`config.mk`:
```
export PLATFORM = sky130hd
export DESIGN_NAME = exp_golomb_k_decoder_flat
export DESIGN_NICKNAME = d
export VERILOG_FILES = /design/src/rtl/exp_golomb_pkg.sv /design/src/rtl/exp_golomb_k_decoder_if.sv /design/src/rtl/exp_golomb_map.sv /design/src/rtl/exp_golomb_k_decoder.sv /design/src/flat_wrapper.sv
export SDC_FILE = /design/constraint.sdc
export NUM_CORES = 1
export LEC_CHECK = 0
export BUFFER_PORTS_ARGS = -buffer_cell sky130_fd_sc_hd__buf_4
export CAP_MARGIN = 20
export CORE_ASPECT_RATIO = 1.1
export CORE_MARGIN = 3
export CORE_UTILIZATION = 60
export CTS_BUF_LIST = sky130_fd_sc_hd__clkbuf_4 sky130_fd_sc_hd__clkbuf_8 sky130_fd_sc_hd__clkbuf_16
export DETAILED_ROUTE_END_ITERATION = 12
export GPL_TIMING_DRIVEN = 1
export HOLD_SLACK_MARGIN = 0.1
export PLACE_DENSITY = 0.93
export SLEW_MARGIN = 10
export SYNTH_ARGS = -nofsm -noshare
export SYNTH_HDL_FRONTEND = slang
export SYNTH_SLANG_ARGS = --single-unit
```
`constraint.sdc`:
```
create_clock -name clk_i -period 3.9 [get_ports clk_i]
set_input_delay 0.195 -clock clk_i [delete_from_list [all_inputs] [get_ports clk_i]]
set_output_delay 0.195 -clock clk_i [all_outputs]
set_load 0.1 [all_outputs]
```
`src/rtl/exp_golomb_pkg.sv`:
```
// Purpose : shared types and helpers for the order-k Exp-Golomb decoder slice.
// Latency : n/a (types, constants and a combinational mapping function).
// Backpr. : n/a.
package exp_golomb_pkg;

    typedef enum logic [1:0] {
        PREFIX = 2'd0,
        SUFFIX = 2'd1,
        OUT    = 2'd2
    } state_e;

    // Working width of ue_to_se; callers keep the low DATA_WIDTH bits.
    localparam int MAP_W = 64;

    // Bits needed to count prefix zeros and suffix bits (both stay below DATA_WIDTH).
    function automatic int cnt_width(input int dw);
        return $clog2(dw);
    endfunction

    // Signed mapping: odd n -> positive (n+1)/2, even n -> -(n/2).
    function automatic logic [MAP_W-1:0] ue_to_se(input logic [MAP_W-1:0] n);
        if (n[0]) begin
            return (n + MAP_W'(1)) >> 1;
        end
        return -(n >> 1);
    endfunction

endpackage

```
`src/rtl/exp_golomb_k_decoder_if.sv`:
```
// Purpose : serial-bit input and decoded-value output handshakes of the decoder.
// Latency : n/a (wiring only).
// Backpr. : ready_o throttles dt_i/valid_i; ready_i throttles dt_o/err_o/valid_o.
// Ports   : dt_i/valid_i/ready_o bit side; dt_o/err_o/valid_o/ready_i value side.
interface exp_golomb_k_decoder_if #(
    parameter int DATA_WIDTH = 16
);
    logic                  dt_i;
    logic                  valid_i;
    logic                  ready_o;
    logic [DATA_WIDTH-1:0] dt_o;
    logic                  err_o;
    logic                  valid_o;
    logic                  ready_i;

    modport slave (
        input  dt_i, valid_i, ready_i,
        output ready_o, dt_o, err_o, valid_o
    );

    modport master (
        output dt_i, valid_i, ready_i,
        input  ready_o, dt_o, err_o, valid_o
    );
endinterface

```
`src/rtl/exp_golomb_map.sv`:
```
// Purpose : turn the accumulated codeword into ue(v) or se(v) value.
// Latency : combinational.
// Backpr. : none.
// Ports   : acc (info bits with leading 1), k (order), sgn (se mode) -> val.
module exp_golomb_map
    import exp_golomb_pkg::*;
#(
    parameter int DATA_WIDTH = 16,
    parameter int KW         = 2
) (
    input  logic [DATA_WIDTH-1:0] acc,
    input  logic [KW-1:0]         k,
    input  logic                  sgn,
    output logic [DATA_WIDTH-1:0] val
);

    logic [DATA_WIDTH-1:0] one_k;
    logic [DATA_WIDTH-1:0] n;
    logic [MAP_W-1:0]      se;

    always_comb begin
        one_k = {{(DATA_WIDTH-1){1'b0}}, 1'b1} << k;
        // acc always holds at least 2^k for a finished codeword, so no underflow.
        n     = acc - one_k;
        se    = ue_to_se(MAP_W'(n));
        val   = sgn ? se[DATA_WIDTH-1:0] : n;
    end

endmodule

```
`src/rtl/exp_golomb_k_decoder.sv`:
```
// Purpose : serial-in, parallel-out order-k Exp-Golomb decoder (ue/se, runtime k).
// Latency : valid_o rises the cycle after the last codeword bit is accepted.
// Backpr. : while an output waits for ready_i, ready_o is low; one bubble per codeword.
// Ports   : clk_i, rstn_i (async, active-low), dft_tm_i (masks reset), clr_i (flush),
//           k_i/signed_i (latched on first bit), bus (bit in / value out handshakes).
module exp_golomb_k_decoder
    import exp_golomb_pkg::*;
#(
    parameter  int DATA_WIDTH = 16,
    parameter  int K_MAX      = 3,
    localparam int KW         = (K_MAX > 0) ? $clog2(K_MAX + 1) : 1
) (
    input  logic                   clk_i,
    input  logic                   rstn_i,
    input  logic                   dft_tm_i,
    input  logic                   clr_i,
    input  logic [KW-1:0]          k_i,
    input  logic                   signed_i,
    exp_golomb_k_decoder_if.slave  bus
);

    localparam int CW = cnt_width(DATA_WIDTH);

    logic                  rstn_b_w;
    state_e                state;
    logic [CW-1:0]         zcnt;
    logic [CW-1:0]         scnt;
    logic [DATA_WIDTH-1:0] acc;
    logic [KW-1:0]         k_lat;
    logic                  sgn_lat;
    logic                  err_q;

    logic                  accept;
    logic                  first;
    logic [KW-1:0]         k_clip;
    logic [KW-1:0]         k_use;
    logic [CW-1:0]         zmax;
    logic [CW-1:0]         sum;
    logic [DATA_WIDTH-1:0] map_val;

    // Test mode holds the internal reset inactive.
    assign rstn_b_w = dft_tm_i ? 1'b1 : rstn_i;

    always_comb begin
        accept = bus.valid_i && (state != OUT) && !clr_i;
        // zcnt is zero in PREFIX only until the first bit of a codeword lands.
        first  = (state == PREFIX) && (zcnt == '0);
        k_clip = (k_i > KW'(K_MAX)) ? KW'(K_MAX) : k_i;
        // The first bit must already see its own codeword's k, not the stale latch.
        k_use  = first ? k_clip : k_lat;
        zmax   = CW'(DATA_WIDTH - 1) - CW'(k_use);
        sum    = zcnt + CW'(k_use);
    end

    always_ff @(posedge clk_i or negedge rstn_b_w) begin
        if (!rstn_b_w) begin
            state   <= PREFIX;
            zcnt    <= '0;
            scnt    <= '0;
            acc     <= '0;
            k_lat   <= '0;
            sgn_lat <= 1'b0;
            err_q   <= 1'b0;
        end else if (clr_i) begin
            state   <= PREFIX;
            zcnt    <= '0;
            scnt    <= '0;
            acc     <= '0;
            k_lat   <= '0;
            sgn_lat <= 1'b0;
            err_q   <= 1'b0;
        end else begin
            case (state)
                PREFIX: begin
                    if (accept) begin
                        if (first) begin
                            k_lat   <= k_clip;
                            sgn_lat <= signed_i;
                        end
                        if (bus.dt_i) begin
                            acc   <= DATA_WIDTH'(1);
                            scnt  <= sum;
                            state <= (sum == '0) ? OUT : SUFFIX;
                        end else if (zcnt == zmax) begin
                            // One more zero could not fit the value in DATA_WIDTH bits.
                            err_q <= 1'b1;
                            state <= OUT;
                        end else begin
                            zcnt <= zcnt + CW'(1);
                        end
                    end
                end
                SUFFIX: begin
                    if (accept) begin
                        acc  <= {acc[DATA_WIDTH-2:0], bus.dt_i};
                        scnt <= scnt - CW'(1);
                        if (scnt == CW'(1)) begin
                            state <= OUT;
                        end
                    end
                end
                OUT: begin
                    if (bus.ready_i) begin
                        state <= PREFIX;
                        zcnt  <= '0;
                        acc   <= '0;
                        err_q <= 1'b0;
                    end
                end
                default: state <= PREFIX;
            endcase
        end
    end

    exp_golomb_map #(
        .DATA_WIDTH (DATA_WIDTH),
        .KW         (KW)
    ) u_map (
        .acc (acc),
        .k   (k_lat),
        .sgn (sgn_lat),
        .val (map_val)
    );

    assign bus.valid_o = (state == OUT);
    assign bus.ready_o = (state != OUT);
    assign bus.err_o   = err_q;
    assign bus.dt_o    = ((state == OUT) && !err_q) ? map_val : '0;

endmodule

```
`src/flat_wrapper.sv`:
```
// flat-port wrapper written by rule: the top's interface ports become plain ports
module exp_golomb_k_decoder_flat import exp_golomb_pkg::*;
#(
    parameter  int DATA_WIDTH = 16,
    parameter  int K_MAX      = 3,
    localparam int KW         = (K_MAX > 0) ? $clog2(K_MAX + 1) : 1
)
  (clk_i, rstn_i, dft_tm_i, clr_i, k_i, signed_i, bus_dt_i, bus_valid_i, bus_ready_i, bus_ready_o, bus_dt_o, bus_err_o, bus_valid_o);
  exp_golomb_k_decoder_if #(.DATA_WIDTH(DATA_WIDTH)) bus_i ();
  input  logic clk_i;
  input  logic rstn_i;
  input  logic dft_tm_i;
  input  logic clr_i;
  input  logic [KW-1:0] k_i;
  input  logic signed_i;
  input wire logic [$bits(bus_i.dt_i)-1:0] bus_dt_i;
  input wire logic [$bits(bus_i.valid_i)-1:0] bus_valid_i;
  input wire logic [$bits(bus_i.ready_i)-1:0] bus_ready_i;
  output wire logic [$bits(bus_i.ready_o)-1:0] bus_ready_o;
  output wire logic [$bits(bus_i.dt_o)-1:0] bus_dt_o;
  output wire logic [$bits(bus_i.err_o)-1:0] bus_err_o;
  output wire logic [$bits(bus_i.valid_o)-1:0] bus_valid_o;
  assign bus_i.dt_i = bus_dt_i;
  assign bus_i.valid_i = bus_valid_i;
  assign bus_i.ready_i = bus_ready_i;
  assign bus_ready_o = bus_i.ready_o;
  assign bus_dt_o = bus_i.dt_o;
  assign bus_err_o = bus_i.err_o;
  assign bus_valid_o = bus_i.valid_o;
  exp_golomb_k_decoder #(.DATA_WIDTH(DATA_WIDTH), .K_MAX(K_MAX)) u_core (.clk_i(clk_i), .rstn_i(rstn_i), .dft_tm_i(dft_tm_i), .clr_i(clr_i), .k_i(k_i), .signed_i(signed_i), .bus(bus_i));
endmodule
```
## After elaboration in Yosys (flattened, before gate mapping)

Cells that the tools add are included.

- Register bits: 30
- Latch bits: 0
- Memory bits (writable): 0
- ROM bits: 0
- Bits of input ports: 10
- Output and inout port bits: 19
- Logic and storage cells: 99
- Memories: 0

- Add/subtract/negate cells: 7
- Multiply operators: 0
- Divide/modulo/power cells: 0
- Magnitude comparators: 1
- Equal/unequal tests: 14
- Shift-type cells: 1
- Multiplexer cells: 47
- Bitwise gates (word level): 0
- Reduce and logical (&&, ||, !) cells: 22

Operators by type and width:

| kind | number |
|---|---|
| 16-bit two-way mux | 9 |
| 16-bit case mux with 3 select lines | 1 |
| 4-bit two-way mux | 9 |
| 2-bit two-way mux | 13 |
| 5-bit AND reduction | 4 |
| 16-bit by 1-bit adder with 17-bit output (second input constant) | 1 |
| 15-bit negator with 16-bit output | 1 |
| 4-bit case mux with 2 select lines | 2 |
| 1-bit by 2-bit << shifter with 16-bit output (first input constant) | 1 |
| 16-bit subtractor | 1 |
| 3-bit inequality test (second input constant) | 5 |
| 1-bit two-way mux | 11 |
| 3-bit by 2-bit inequality test with 1-bit output (second input constant) | 3 |
| 4-bit zero test | 2 |
| 2-bit case mux with 3 select lines | 1 |
| 2-bit nonzero test | 3 |
| 3-bit nonzero test | 2 |
| 4-bit by 1-bit adder with 4-bit output (second input constant) | 1 |
| 4-bit by 2-bit adder with 4-bit output | 1 |
| 4-bit by 1-bit == test with 1-bit output (second input constant) | 1 |
| 4-bit == test | 1 |
| 1-bit logical AND | 4 |
| 4-bit inequality test (second input constant) | 1 |
| 4-bit AND reduction | 1 |
| 12 further kinds | 13 |

## Logic depth before layout (Yosys ltp)

- Word-level depth: 10
- Depth in mapped cells: 14
- Mapped depth without buffers: 13

## Cells and area by module

From an unflattened synthesis, not the netlist that was laid out.

- Cell total of the unflattened synthesis: 438
- Area, all modules: 3377.0 um2

Modules (own cells, without submodules):

| module | instances | cells each | area each (um2) | seq. area each (um2) |
|---|---|---|---|---|
| exp_golomb_k_decoder | 1 | 204 | 1856.8 | 750.7 |
| exp_golomb_map | 1 | 234 | 1520.2 | 0.0 |

## Worst setup path before layout

OpenSTA, ideal clock, no wires.

- Path type: reg-to-output
- Start point: register u_core.k_lat[0]
- End point: output bus_dt_o[11]
- Arrival: 4.946 ns
- Required time: 3.705 ns
- Path slack: -1.241 ns
- Stages on the path, launching flop included: 13
- Buffers on the path: 0
- Path through: dfrtp_1 -> nor2_1 -> ha_1 -> inv_1 -> fa_1 -> a21o_1 -> a211oi_1 -> a31oi_1 -> nor4_1 -> nand2_1 -> nand2_1 -> a21oi_1 -> a211oi_1

- Word-level cells in the longest chain between the ends: 7
- Elaborated cells on any way between the ends: 9
- Classes of those cells: 3 x add/sub; 1 x shift; 5 x mux

Ends and longest elaborated chain:

| element | RTL line | source |
|---|---|---|
| from (decl) | exp_golomb_k_decoder.sv:29 | `logic [KW-1:0] k_lat;` |
| from (signal assigned) | exp_golomb_k_decoder.sv:77 | `k_lat <= k_clip;` |
| 1-bit by 2-bit << shifter with 16-bit output (*) | exp_golomb_map.sv:22 | `one_k = {{(DATA_WIDTH-1){1'b0}}, 1'b1} << k;` |
| 16-bit subtractor (*) | exp_golomb_map.sv:24 | `n = acc - one_k;` |
| 16-bit by 1-bit adder with 17-bit output | exp_golomb_pkg.sv:23 | `return (n + MAP_W'(1)) >> 1;` |
| 16-bit two-way mux | exp_golomb_pkg.sv:22 | `if (n[0]) begin` |
| 16-bit two-way mux | exp_golomb_pkg.sv:25 | `return -(n >> 1);` |
| 16-bit two-way mux (*) | exp_golomb_map.sv:26 | `val = sgn ? se[DATA_WIDTH-1:0] : n;` |
| 16-bit two-way mux (*) | exp_golomb_k_decoder.sv:128 | `assign bus.dt_o = ((state == OUT) && !err_q) ? map_val : '0;` |
| to (decl) | flat_wrapper.sv:20 | `output wire logic [$bits(bus_i.dt_o)-1:0] bus_dt_o;` |

Mark *: on every way between the ends. The rest lies on a longest branch, timed or not. The select of a mux whose other input is x is not followed.

## Worst setup path in the final report

- Start point: register u_core.k_lat[1]
- End point: output bus_dt_o[14]

Same word-level chain as after synthesis.

==> summary.md <==
| Metric | Value |
|---|---|
| Post-DP HPWL | `5.49 mm` |
| Met2 Use GR | `between 40% and 50%` |
| Critical-path cell list | `nor2_1 -> ha_1 -> inv_1 -> fa_2 -> a21o_2 -> a211oi_4 -> xnor2_2 -> nand4b_1 -> o41ai_4 -> o311ai_2 -> xnor2_1 -> a21oi_4 -> buf_12` |
| Total GRT Usage | `26.0%` |
| Worst stage delay on the critical path | `0.48 ns` |
| Number of enable-type register cells in the synthesized netlist | `0` |
| Placer's final routability congestion estimate | `0.917` |
| Via count | `3,288` |
| Signal arrival time at the worst endpoint | `~3.8 ns` |
| Insertion delay of the later-clocked pin in the worst-skew pair | `0.29 ns` |
| Diode count | `0` |
| Outcome | `finished, violations left` |
| Tightest slew margin relative to the limit | `between 30% and 40%` |
| Chip Width | `74.1 um` |
| Met3 demand-to-capacity share in global routing | `3.22%` |
| Crit path buffers/inverters | `2` |
| Share of post-route cells with drive strength above 1 | `21.1%` |
| Leading area contributor after synthesis | `sky130_fd_sc_hd__dfrtp_1` |
| Most instantiated flip-flop cell in the synthesis netlist | `sky130_fd_sc_hd__dfrtp_1` |
| Post-layout net count | `467` |
| Share of the synthesized area in the top cell type | `24.5%` |
| Average footprint of a synthesized cell | `between 7 and 8 um^2` |
| Critical path data required time | `about 3.7 ns` |
| Initial standard-cell utilization of the core | `64.1%` |
| Share of async-settable or async-resettable flops after synthesis | `100%` |
| Row Count | `26` |
| Period Utilization, post-route | `103%` |
| Number of clock sinks | `30` |
| Number of hold violations in the final report | `0` |
| Count of antenna-violating nets left after detailed routing | `0` |
| Unrepaired setup endpoints after global routing | `yes` |
| Met1 GRT Util | `between 30% and 40%` |
| Worst Slack Setup Final | `-0.113 ns` |
| Most area-consuming cells after synthesis | `sky130_fd_sc_hd__dfrtp_1 24%, sky130_fd_sc_hd__nand2_1 7.7%, sky130_fd_sc_hd__ha_1 6.5%` |
| Drt total wl | `8.81 mm` |
| Combined area of the multi-input logic cells | `2310 um^2` |
| Setup Skew | `~0.012 ns` |
| Part of the Yosys area used for sequential elements | `24.5%` |
| Floorplan core area | `4780 um^2` |
| Post-synth net total | `443` |
| Critical path's top delay family | `compound AO/OA/AOI/OAI gates` |
| CP Max Fanout | `6` |
| Synth warnings | `0` |
| Final slew viol count | `0` |
| Remaining Overflow, GRT | `0` |
| Post-synthesis instance area | `between 3000 and 4000 um^2` |
| Number of buffers inserted by port buffering | `28` |
| Maximum number of pins on one net before global-route repair | `31` |
| DIE AREA | `roughly 6000 um^2` |
| Maximum buffer depth of the clock tree | `2` |
| Root buffer cell | `sky130_fd_sc_hd__clkbuf_8` |
| Number of fill cells | `~280` |
| Seq cells post-synth | `30` |
| Type of the worst min-delay path | `in -> reg` |
| Most Crowded Layer GR | `met2` |
| Area growth from synthesis to final layout | `20.3%` |
| Seq. cell area | `751 um^2` |
| Synth Instances | `415` |
| Highest achievable clock rate | `249 MHz` |
| Height of the die | `81.0 um` |
| Final Setup Violations | `2` |
| Worst slack, placed | `0.150 ns` |
| Kind of start point of the critical path | `flip-flop` |
| H-tree lvl count | `2` |
| Count of distinct cell types in the synthesized netlist | `between 60 and 70` |
| Synth top cells by count | `63 x sky130_fd_sc_hd__nand2_1, 37 x sky130_fd_sc_hd__o21ai_0, 32 x sky130_fd_sc_hd__nor2_1` |
| Global-route wire length before repair | `12.4 mm` |
| Actual slew at the worst max-slew pin | `approximately 1 ns` |
| Max-cap violation count | `0` |
| Total clock buffers created by CTS | `5` |
| Crit path max-delay cell type | `sky130_fd_sc_hd__o41ai_4` |
| Setup Crit Path Kind | `reg -> out` |
| Clock transition time at the flip-flop clock pins of the worst setup and hold paths | `about 0.070 ns` |
| TritonCTS clock tree | `yes` |
| Via count of the first global-routing pass | `around 2,800` |
| Number of DRC violations after detailed-routing iteration 0 | `slightly above 300` |
| DR DRC count | `0` |
| Violated checks | `negative setup slack` |
| Routed vias/inst | `6.63` |
| Critical path capture point type | `output pin` |
| Period minus WS final | `4.01 ns` |
| Detailed Routing Iterations Pass 1 | `5` |
| Number of ports placed on the die boundary | `29` |
| Cell with the most instances after synthesis | `sky130_fd_sc_hd__nand2_1` |
| Antenna violations before repair | `0` |
| Routed wirelength normalized by instance count | `17.8 um` |
## final cells by class
type | count | share of cell area [%]
inverters | 22 | 2.24
clock buffers | 7 | 2.44
flip-flops and latches | 30 | 20.4
multi-input cells | 335 | 62.7
well taps | 56 | 1.90
repair buffers | 45 | 10.2
clock inverters | 1 | 0.136
## timing repair
action | 4_1_cts | 5_1_grt
endpoints found under the hold margin | 30 | 0
setup buffers | 1 | 6
hold buffers | 3 | 0
pin swaps | 1 | 7
setup endpoints to repair | 3 | 8
gates resized for setup | 2 | 26
## worst register-to-register path, cell delays in order (launching register included)
cell	delay, ns
sky130_fd_sc_hd__dfrtp_1	0.42
sky130_fd_sc_hd__inv_1	0.12
sky130_fd_sc_hd__ha_1	0.38
sky130_fd_sc_hd__nand2_1	0.09
sky130_fd_sc_hd__nor3_1	0.48
sky130_fd_sc_hd__mux2_2	0.30
sky130_fd_sc_hd__ha_1	0.17
sky130_fd_sc_hd__inv_1	0.05
sky130_fd_sc_hd__fa_1	0.37
sky130_fd_sc_hd__xor2_1	0.20
sky130_fd_sc_hd__nand3b_1	0.11
sky130_fd_sc_hd__o21ai_0	0.35
sky130_fd_sc_hd__a21oi_1	0.15
sky130_fd_sc_hd__a211oi_1	0.29
## kinds of logic (layout without fill, tap and decap cells)
group | after synthesis | count (layout) | synth area share [%]
buf+inv | 50 | 75 | 6.90
compound gates | 120 | 120 | 24.6
fa+ha+maj | 18 | 18 | 7.84
simple gates | 164 | 164 | 26.3
mux | 6 | 6 | 2.08
flops | 30 | 30 | 24.5
xor+xnor | 27 | 27 | 7.72
## final timing paths
path / slack (ns) / endpoint / cells after the start / from
setup / recovery: -0.11 / bus_dt_o[14] / 13 / u_core.k_lat[1]$_DFFE_PN0P_
hold reg to reg: 0.52 / u_core.acc[15]$_DFFE_PN0P_ / 2 / u_core.acc[15]$_DFFE_PN0P_
min in group asynchronous: 0.48 / u_core.k_lat[1]$_DFFE_PN0P_ / 4 / rstn_i
setup reg to reg: 0.33 / u_core.state[1]$_DFFE_PN0P_ / 13 / u_core.state[1]$_DFFE_PN0P_
hold / removal: 0.16 / u_core.sgn_lat$_DFFE_PN0P_ / 3 / signed_i
max in group asynchronous: 3.25 / u_core.acc[15]$_DFFE_PN0P_ / 4 / dft_tm_i
## placed cells by master (no fill, tap or decap), types with 4 or more instances in the layout
master	instances
sky130_fd_sc_hd__a211oi_1	7
sky130_fd_sc_hd__nor2_1	32
sky130_fd_sc_hd__a21oi_2	6
sky130_fd_sc_hd__clkbuf_8	6
sky130_fd_sc_hd__a211oi_2	4
sky130_fd_sc_hd__xor2_1	10
sky130_fd_sc_hd__a21oi_1	24
sky130_fd_sc_hd__nand3_1	6
sky130_fd_sc_hd__ha_1	14
sky130_fd_sc_hd__dfrtp_1	30
sky130_fd_sc_hd__and2_1	4
sky130_fd_sc_hd__xnor2_1	14
sky130_fd_sc_hd__nor3_1	12
sky130_fd_sc_hd__nand2b_1	6
sky130_fd_sc_hd__nand2_1	62
sky130_fd_sc_hd__nor2b_1	4
sky130_fd_sc_hd__or3_1	8
sky130_fd_sc_hd__buf_4	39
sky130_fd_sc_hd__inv_1	21
sky130_fd_sc_hd__o21ai_0	37
sky130_fd_sc_hd__nand3b_1	4
sky130_fd_sc_hd__a21o_1	5
## stage by stage
| step | area [um^2] | hold WS (ns) | utilization [%] | setup TNS, ns | std cells |
|---|---|---|---|---|---|
| 6_report | 3690 | 0.163 | 77.1 | -0.172 | 496 |
| 5_1_grt | 3690 | 0.169 | 77.1 | -1.71 | 496 |
| 4_1_cts | 3500 | 0.166 | 73.1 | -0.0977 | 490 |
| 3_5_place_dp | 3340 | 0.361 | 69.9 | 0 | 478 |
| 3_3_place_gp | 3340 | 0.360 | 69.9 | 0 | 478 |
| 2_1_floorplan | 3140 | 0.196 | - | -0.215 | 415 |
## registers in the layout (all words and copies together), names as in the netlist
signal,cells
u_core.acc,16
u_core.scnt,4
u_core.bus.err_o,1
u_core.k_lat,2
u_core.zcnt,4
u_core.state,2
u_core.sgn_lat,1
## layer usage
layer | wire [um] | share of wire (%) | up-vias
met4 | 415 | 4.7 | 0
met2 | 4230 | 48 | 201
met3 | 675 | 7.7 | 51
met5 | 0 | 0 | -
met1 | 3490 | 40 | 1528
li1 | - | - | 1508
Power is not shown: default switching activity piles up to over one toggle a cycle in this logic, so the estimate is an artifact.
